==> config.mk <==
export PLATFORM = sky130hd
export DESIGN_NAME = prm_obstacle_scan_ctrl
export DESIGN_NICKNAME = d
export VERILOG_FILES = /design/src/rtl/prm_scan_pkg.sv /design/src/rtl/prm_edge_serializer.sv /design/src/rtl/prm_obstacle_scan_ctrl.sv
export SDC_FILE = /design/constraint.sdc
export NUM_CORES = 2
export LEC_CHECK = 0
export CELL_PAD_IN_SITES_DETAIL_PLACEMENT = 1
export CELL_PAD_IN_SITES_GLOBAL_PLACEMENT = 1
export CORE_AREA = 2 2 439 441
export CTS_CLUSTER_SIZE = 30
export DETAILED_ROUTE_END_ITERATION = 12
export DIE_AREA = 0 0 441 443
export PLACE_DENSITY_LB_ADDON = 0.1
export SYNTH_ARGS = -nofsm -noshare
export SYNTH_HDL_FRONTEND = slang
export SYNTH_SLANG_ARGS = --single-unit
==> constraint.sdc <==
create_clock -name clk -period 81.3 [get_ports clk]
set_input_delay 8.13 -clock clk [delete_from_list [all_inputs] [get_ports clk]]
set_output_delay 8.13 -clock clk [all_outputs]
set_load 0.02 [all_outputs]
==> src/rtl/prm_scan_pkg.sv <==
// Shared types and default sizes for the obstacle scan controller.
package prm_scan_pkg;
  localparam int CODE_W        = 15;
  localparam int NUM_EDGES_DEF = 1024;
  localparam int OUT_W_DEF     = 32;
  localparam int CNT_W_DEF     = 16;

  typedef enum logic [1:0] {
    IDLE  = 2'd0,
    SCAN  = 2'd1,
    DRAIN = 2'd2,
    EMIT  = 2'd3
  } scan_state_t;
endpackage

==> src/rtl/prm_edge_serializer.sv <==
// Streams the frozen blocked-edge bitmap out as OUT_W-bit words with a valid/ready handshake.
module prm_edge_serializer
  import prm_scan_pkg::*;
#(
  parameter int NUM_EDGES = NUM_EDGES_DEF,
  parameter int OUT_W     = OUT_W_DEF
) (
  input  logic                 clk,
  input  logic                 rst,
  input  logic                 emit_i,
  input  logic [NUM_EDGES-1:0] bitmap_i,
  input  logic                 out_ready_i,
  output logic                 out_valid_o,
  output logic [OUT_W-1:0]     out_data_o,
  output logic                 out_last_o,
  output logic                 done_o
);
  localparam int NUM_WORDS = NUM_EDGES / OUT_W;
  localparam int IDX_W     = (NUM_WORDS > 1) ? $clog2(NUM_WORDS) : 1;

  logic [NUM_WORDS-1:0][OUT_W-1:0] words;
  logic [IDX_W-1:0]                idx_q, idx_d;
  logic                            hs;

  assign words       = bitmap_i;
  assign out_valid_o = emit_i;
  assign out_data_o  = words[idx_q];
  assign out_last_o  = emit_i && (idx_q == IDX_W'(NUM_WORDS - 1));
  assign hs          = emit_i && out_ready_i;
  assign done_o      = hs && out_last_o;

  // Index parks at 0 outside EMIT so every readout starts at word 0.
  always_comb begin
    idx_d = idx_q;
    if (!emit_i)     idx_d = '0;
    else if (done_o) idx_d = '0;
    else if (hs)     idx_d = idx_q + IDX_W'(1);
  end

  always_ff @(posedge clk or posedge rst) begin
    if (rst) idx_q <= '0;
    else     idx_q <= idx_d;
  end
endmodule

==> src/rtl/prm_obstacle_scan_ctrl.sv <==
// Streams obstacle codes to the edge-checker bank, ORs their edge masks into a bitmap, then reads it out.
module prm_obstacle_scan_ctrl
  import prm_scan_pkg::*;
#(
  parameter int NUM_EDGES = NUM_EDGES_DEF,
  parameter int OUT_W     = OUT_W_DEF,
  parameter int CNT_W     = CNT_W_DEF
) (
  input  logic                 clk,
  input  logic                 rst,
  input  logic                 start,
  input  logic                 obs_valid,
  output logic                 obs_ready,
  input  logic [CODE_W-1:0]    obs_code,
  input  logic                 obs_last,
  output logic [CODE_W-1:0]    chk_code,
  output logic                 chk_valid,
  input  logic [NUM_EDGES-1:0] chk_mask,
  output logic                 out_valid,
  input  logic                 out_ready,
  output logic [OUT_W-1:0]     out_data,
  output logic                 out_last,
  output logic                 busy,
  output logic [CNT_W-1:0]     obs_count
);
  scan_state_t            state_q, state_d;
  logic [CODE_W-1:0]      chk_code_q, chk_code_d;
  logic                   chk_valid_q, chk_valid_d;
  logic [NUM_EDGES-1:0]   bitmap_q, bitmap_d;
  logic [CNT_W-1:0]       count_q, count_d;
  logic                   accept;
  logic                   emit_done;

  assign obs_ready = (state_q == SCAN);
  assign accept    = obs_valid && obs_ready;
  assign busy      = (state_q != IDLE);
  assign chk_code  = chk_code_q;
  assign chk_valid = chk_valid_q;
  assign obs_count = count_q;

  // NOTE: every always_comb output gets its default first, so no path can infer a latch.
  always_comb begin
    state_d = state_q;
    case (state_q)
      IDLE:    if (start) state_d = SCAN;
      SCAN:    if (accept && obs_last) state_d = DRAIN;
      DRAIN:   state_d = EMIT;
      EMIT:    if (emit_done) state_d = IDLE;
      default: state_d = IDLE;
    endcase
  end

  // The mask for a code arrives one cycle after acceptance; DRAIN exists to fold in the last one.
  always_comb begin
    chk_valid_d = accept;
    chk_code_d  = accept ? obs_code : chk_code_q;
    bitmap_d    = bitmap_q;
    count_d     = count_q;
    if (state_q == IDLE && start) begin
      bitmap_d = '0;
      count_d  = '0;
    end else begin
      if ((state_q == SCAN || state_q == DRAIN) && chk_valid_q)
        bitmap_d = bitmap_q | chk_mask;
      if (accept && count_q != '1)
        count_d = count_q + CNT_W'(1);
    end
  end

  // NOTE: sequential state uses non-blocking assignments only; the bitmap is a plain register and is reset.
  always_ff @(posedge clk or posedge rst) begin
    if (rst) begin
      state_q     <= IDLE;
      chk_code_q  <= '0;
      chk_valid_q <= 1'b0;
      bitmap_q    <= '0;
      count_q     <= '0;
    end else begin
      state_q     <= state_d;
      chk_code_q  <= chk_code_d;
      chk_valid_q <= chk_valid_d;
      bitmap_q    <= bitmap_d;
      count_q     <= count_d;
    end
  end

  prm_edge_serializer #(
    .NUM_EDGES (NUM_EDGES),
    .OUT_W     (OUT_W)
  ) u_serializer (
    .clk         (clk),
    .rst         (rst),
    .emit_i      (state_q == EMIT),
    .bitmap_i    (bitmap_q),
    .out_ready_i (out_ready),
    .out_valid_o (out_valid),
    .out_data_o  (out_data),
    .out_last_o  (out_last),
    .done_o      (emit_done)
  );
endmodule

==> results.json <==
{
  "start_util_pct": 23.9,
  "grt_setup_unrepaired": "false",
  "grt_pass1_vias": 41200,
  "multi_input_combinational_cell_area_um2": 17700,
  "hpwlAfterDp_um": 181000,
  "synth_area_per_cell_um2": 10.2,
  "nFillCells": 21400,
  "clock-root-buffer": "sky130_fd_sc_hd__clkbuf_16",
  "ys.warnings.count": 0,
  "critical_path_start_type": "register",
  "synthesized_nets": 5536,
  "fmax_mhz": 70.0,
  "layout-drive-gt1-share_pct": 5.78,
  "final.period_utilization_pct": 17.6,
  "routed_wire_length_per_instance_um": 29.9,
  "die_area_um2": 195000,
  "synth_cells": 4483,
  "via_count": 39400,
  "core_region_area_um2": 191000,
  "leakagePower_nw": 26.7,
  "worstPathRequired_ns": 73.17,
  "crit_end_category": "primary output",
  "insertion_delay_ns": 0.79,
  "first_pass_iters": 5,
  "die_width_um": 441,
  "antenna_violations_before_repair": 130,
  "number_of_buffers_inserted_during_clock_tree_synthesis": 139,
  "hold_class": "register to register",
  "outcome": "complete, no violations",
  "maximum_clock_skew_at_final_layout_ns": 0.0248,
  "ff2ff_path_depth": 8,
  "cts_buffer_depth": 3,
  "syn_area_um2": 45700,
  "synth.largest_area_cell": "sky130_fd_sc_hd__dfrtp_1",
  "top_level_ports": 1113,
  "routability_congestion_estimate": 0.827,
  "postCtsSetupRepairBufs": 0,
  "synth_flop_cell": "sky130_fd_sc_hd__dfrtp_1",
  "areaGrowthSynthToFinish_pct": 40.2,
  "yosys.area.top_type_share_pct": 58.2,
  "synth_top_cells_by_area": "sky130_fd_sc_hd__dfrtp_1 (58%), sky130_fd_sc_hd__a21oi_1 (11%), sky130_fd_sc_hd__mux2i_1 (11%), sky130_fd_sc_hd__nor2_1 (8.7%), sky130_fd_sc_hd__a22oi_1 (4.2%)",
  "ctsHtreeMaxLevel": 4,
  "count_of_flip_flops_with_a_built_in_enable_after_synthesis": 0,
  "fin_total_pwr_mw": 2.18,
  "ir_drop_mv": 0.0206,
  "power_density_nw_per_um2": 34.0,
  "worstPathMaxFanout": 52,
  "max_slew_margin_pct": 21.0,
  "synth_commonest_cells": "sky130_fd_sc_hd__nor2_1 (1064), sky130_fd_sc_hd__dfrtp_1 (1063), sky130_fd_sc_hd__a21oi_1 (1033)",
  "number_of_stages_on_the_worst_hold_path": 2,
  "cts.clk_slew.worst_paths_ns": 0.07,
  "period_minus_slack_ns": 14.28,
  "drt_iter0_drc": 2685,
  "grt_use_total_pct": 24.3,
  "tightestPinTransition_ns": 1.18,
  "globalRouteOverflowTotal": 0,
  "postSynthRegisterBits": 1063,
  "setup_total_negative_slack_ns": 0,
  "antenna_left": 0,
  "routed_via_density": 4.86,
  "cts_hold_repair.buffers": 0,
  "finalWirelength_um": 243000,
  "buffer_ports.inserted": 1112,
  "route.detailed.drc": 0,
  "fp-row-count": 161,
  "global_route_wire_length_before_repair_um": 333000,
  "sequential_cell_area_um2": 26600,
  "critPathKind": "register to primary output",
  "sequential_fraction_of_the_synthesis_area_pct": 58.2,
  "maximum_capacitance_violations": 0,
  "final-max-slew-violation-count": 0,
  "arrival_ns": 6.15,
  "finalSetupViolations": 0,
  "synth.distinct_cells": 44,
  "detailed_place.area_um2": 59300,
  "design_area_um2": 64000,
  "grt_start_max_net_pins": 196,
  "tritoncts": "done",
  "clkSinkCount": 1063,
  "finalNetCount": 6498,
  "die_h_um": 443,
  "async_reset_ff_share_pct": 100,
  "ctsResizeCount": 0,
  "synthMostInstantiatedCell": "sky130_fd_sc_hd__nor2_1",
  "report.final.hold_viol_count": 0
}
==> layout by cell type (no fill, tap or decap), types with 15 or more instances in the layout <==
| cell | n |
|---|---|
| sky130_fd_sc_hd__a22oi_1 | 257 |
| sky130_fd_sc_hd__mux2i_1 | 515 |
| sky130_fd_sc_hd__a21oi_1 | 1033 |
| sky130_fd_sc_hd__clkbuf_8 | 42 |
| sky130_fd_sc_hd__clkbuf_16 | 142 |
| sky130_fd_sc_hd__diode_2 | 38 |
| sky130_fd_sc_hd__nand2_1 | 15 |
| sky130_fd_sc_hd__clkdlybuf4s50_1 | 1112 |
| sky130_fd_sc_hd__clkbuf_1 | 29 |
| sky130_fd_sc_hd__clkinv_2 | 16 |
| sky130_fd_sc_hd__buf_4 | 55 |
| sky130_fd_sc_hd__mux2_2 | 15 |
| sky130_fd_sc_hd__nand4_1 | 67 |
| sky130_fd_sc_hd__dfrtp_1 | 1062 |
| sky130_fd_sc_hd__nor2_1 | 1063 |
==> kinds of logic (layout without fill, tap and decap cells) <==
kind of cell             count (synthesis)  in the layout  share of synthesized area, %
AO/OA/AOI/OAI                         1318           1318                          16.0
adder cells (fa/ha/maj)                  8              8                         0.219
buffers and inverters                  366           1433                          3.22
flip-flops                            1063           1063                          58.2
multiplexers                           530            530                          11.7
other                                    0             38                             0
AND/OR/NAND/NOR                       1198           1198                          10.7
==> per-layer routing <==
layer	up-vias	track usage, %	part of all wire, %
met5	-	0	0.11
met4	42	9.53	3.6
met1	20100	28.7	40
met3	442	4.75	4.7
met2	1130	42.9	52
li1	17700	-	-
==> area by class of cell <==
| cell class | instances | area share (%) |
|---|---|---|
| clock inverter | 33 | 0.622 |
| multi-input combinational | 3054 | 27.7 |
| sequential | 1063 | 41.6 |
| timing repair buffer | 1176 | 18.3 |
| inverter | 11 | 0.0762 |
| clock buffer | 213 | 6.62 |
| tap | 2526 | 4.94 |
| antenna | 38 | 0.149 |
==> report_power, final <==
part | switching (mW) | internal [mW]
sequential | 0.148 | 0.767
combinational | 0.379 | 0.252
clock | 0.253 | 0.380
==> worst paths after layout <==
kind / start / to / slack, ns
min in group asynchronous: rst / bitmap_q[974] / 7.86
max in group asynchronous: rst / bitmap_q[210] / 69.55
max reg2reg: state_q[0] / bitmap_q[656] / 76.79
max: u_serializer.idx_q[2] / out_data[21] / 67.02
min: bitmap_q[295] / bitmap_q[295] / 0.49
min reg2reg: bitmap_q[295] / bitmap_q[295] / 0.49
==> critical path, cell delays in order (launching register included) <==
cell and delay [ns]:
sky130_fd_sc_hd__dfrtp_4 0.72, sky130_fd_sc_hd__buf_4 0.72, sky130_fd_sc_hd__buf_4 0.89, sky130_fd_sc_hd__buf_4 0.73, sky130_fd_sc_hd__mux2i_1 0.17, sky130_fd_sc_hd__a22oi_1 0.21, sky130_fd_sc_hd__nand4_1 0.48, sky130_fd_sc_hd__nor2_1 0.53
sky130_fd_sc_hd__clkdlybuf4s50_1 0.69
==> through the flow <==
| stage | std cells | hold slack (ns) | util, % | worst slack, ns |
|---|---|---|---|---|
| 2_1_floorplan | 4483 | 0.462 | - | 43.25 |
| 3_3_place_gp | 7830 | 0.474 | 31.0 | 67.84 |
| 3_5_place_dp | 7830 | 0.483 | 31.0 | 67.83 |
| 4_1_cts | 8076 | 0.496 | 33.4 | 66.91 |
| 5_1_grt | 8108 | 0.510 | 33.5 | 66.80 |
| 6_report | 8114 | 0.489 | 33.5 | 67.02 |
==> sequential cells by signal, summed over array words and instances (netlist names) <==
name and cells:
bitmap_q 1024, chk_code 15, u_serializer.idx_q 5, obs_count 16, state_q 2, chk_valid 1
(Power assumes the default switching activity.)
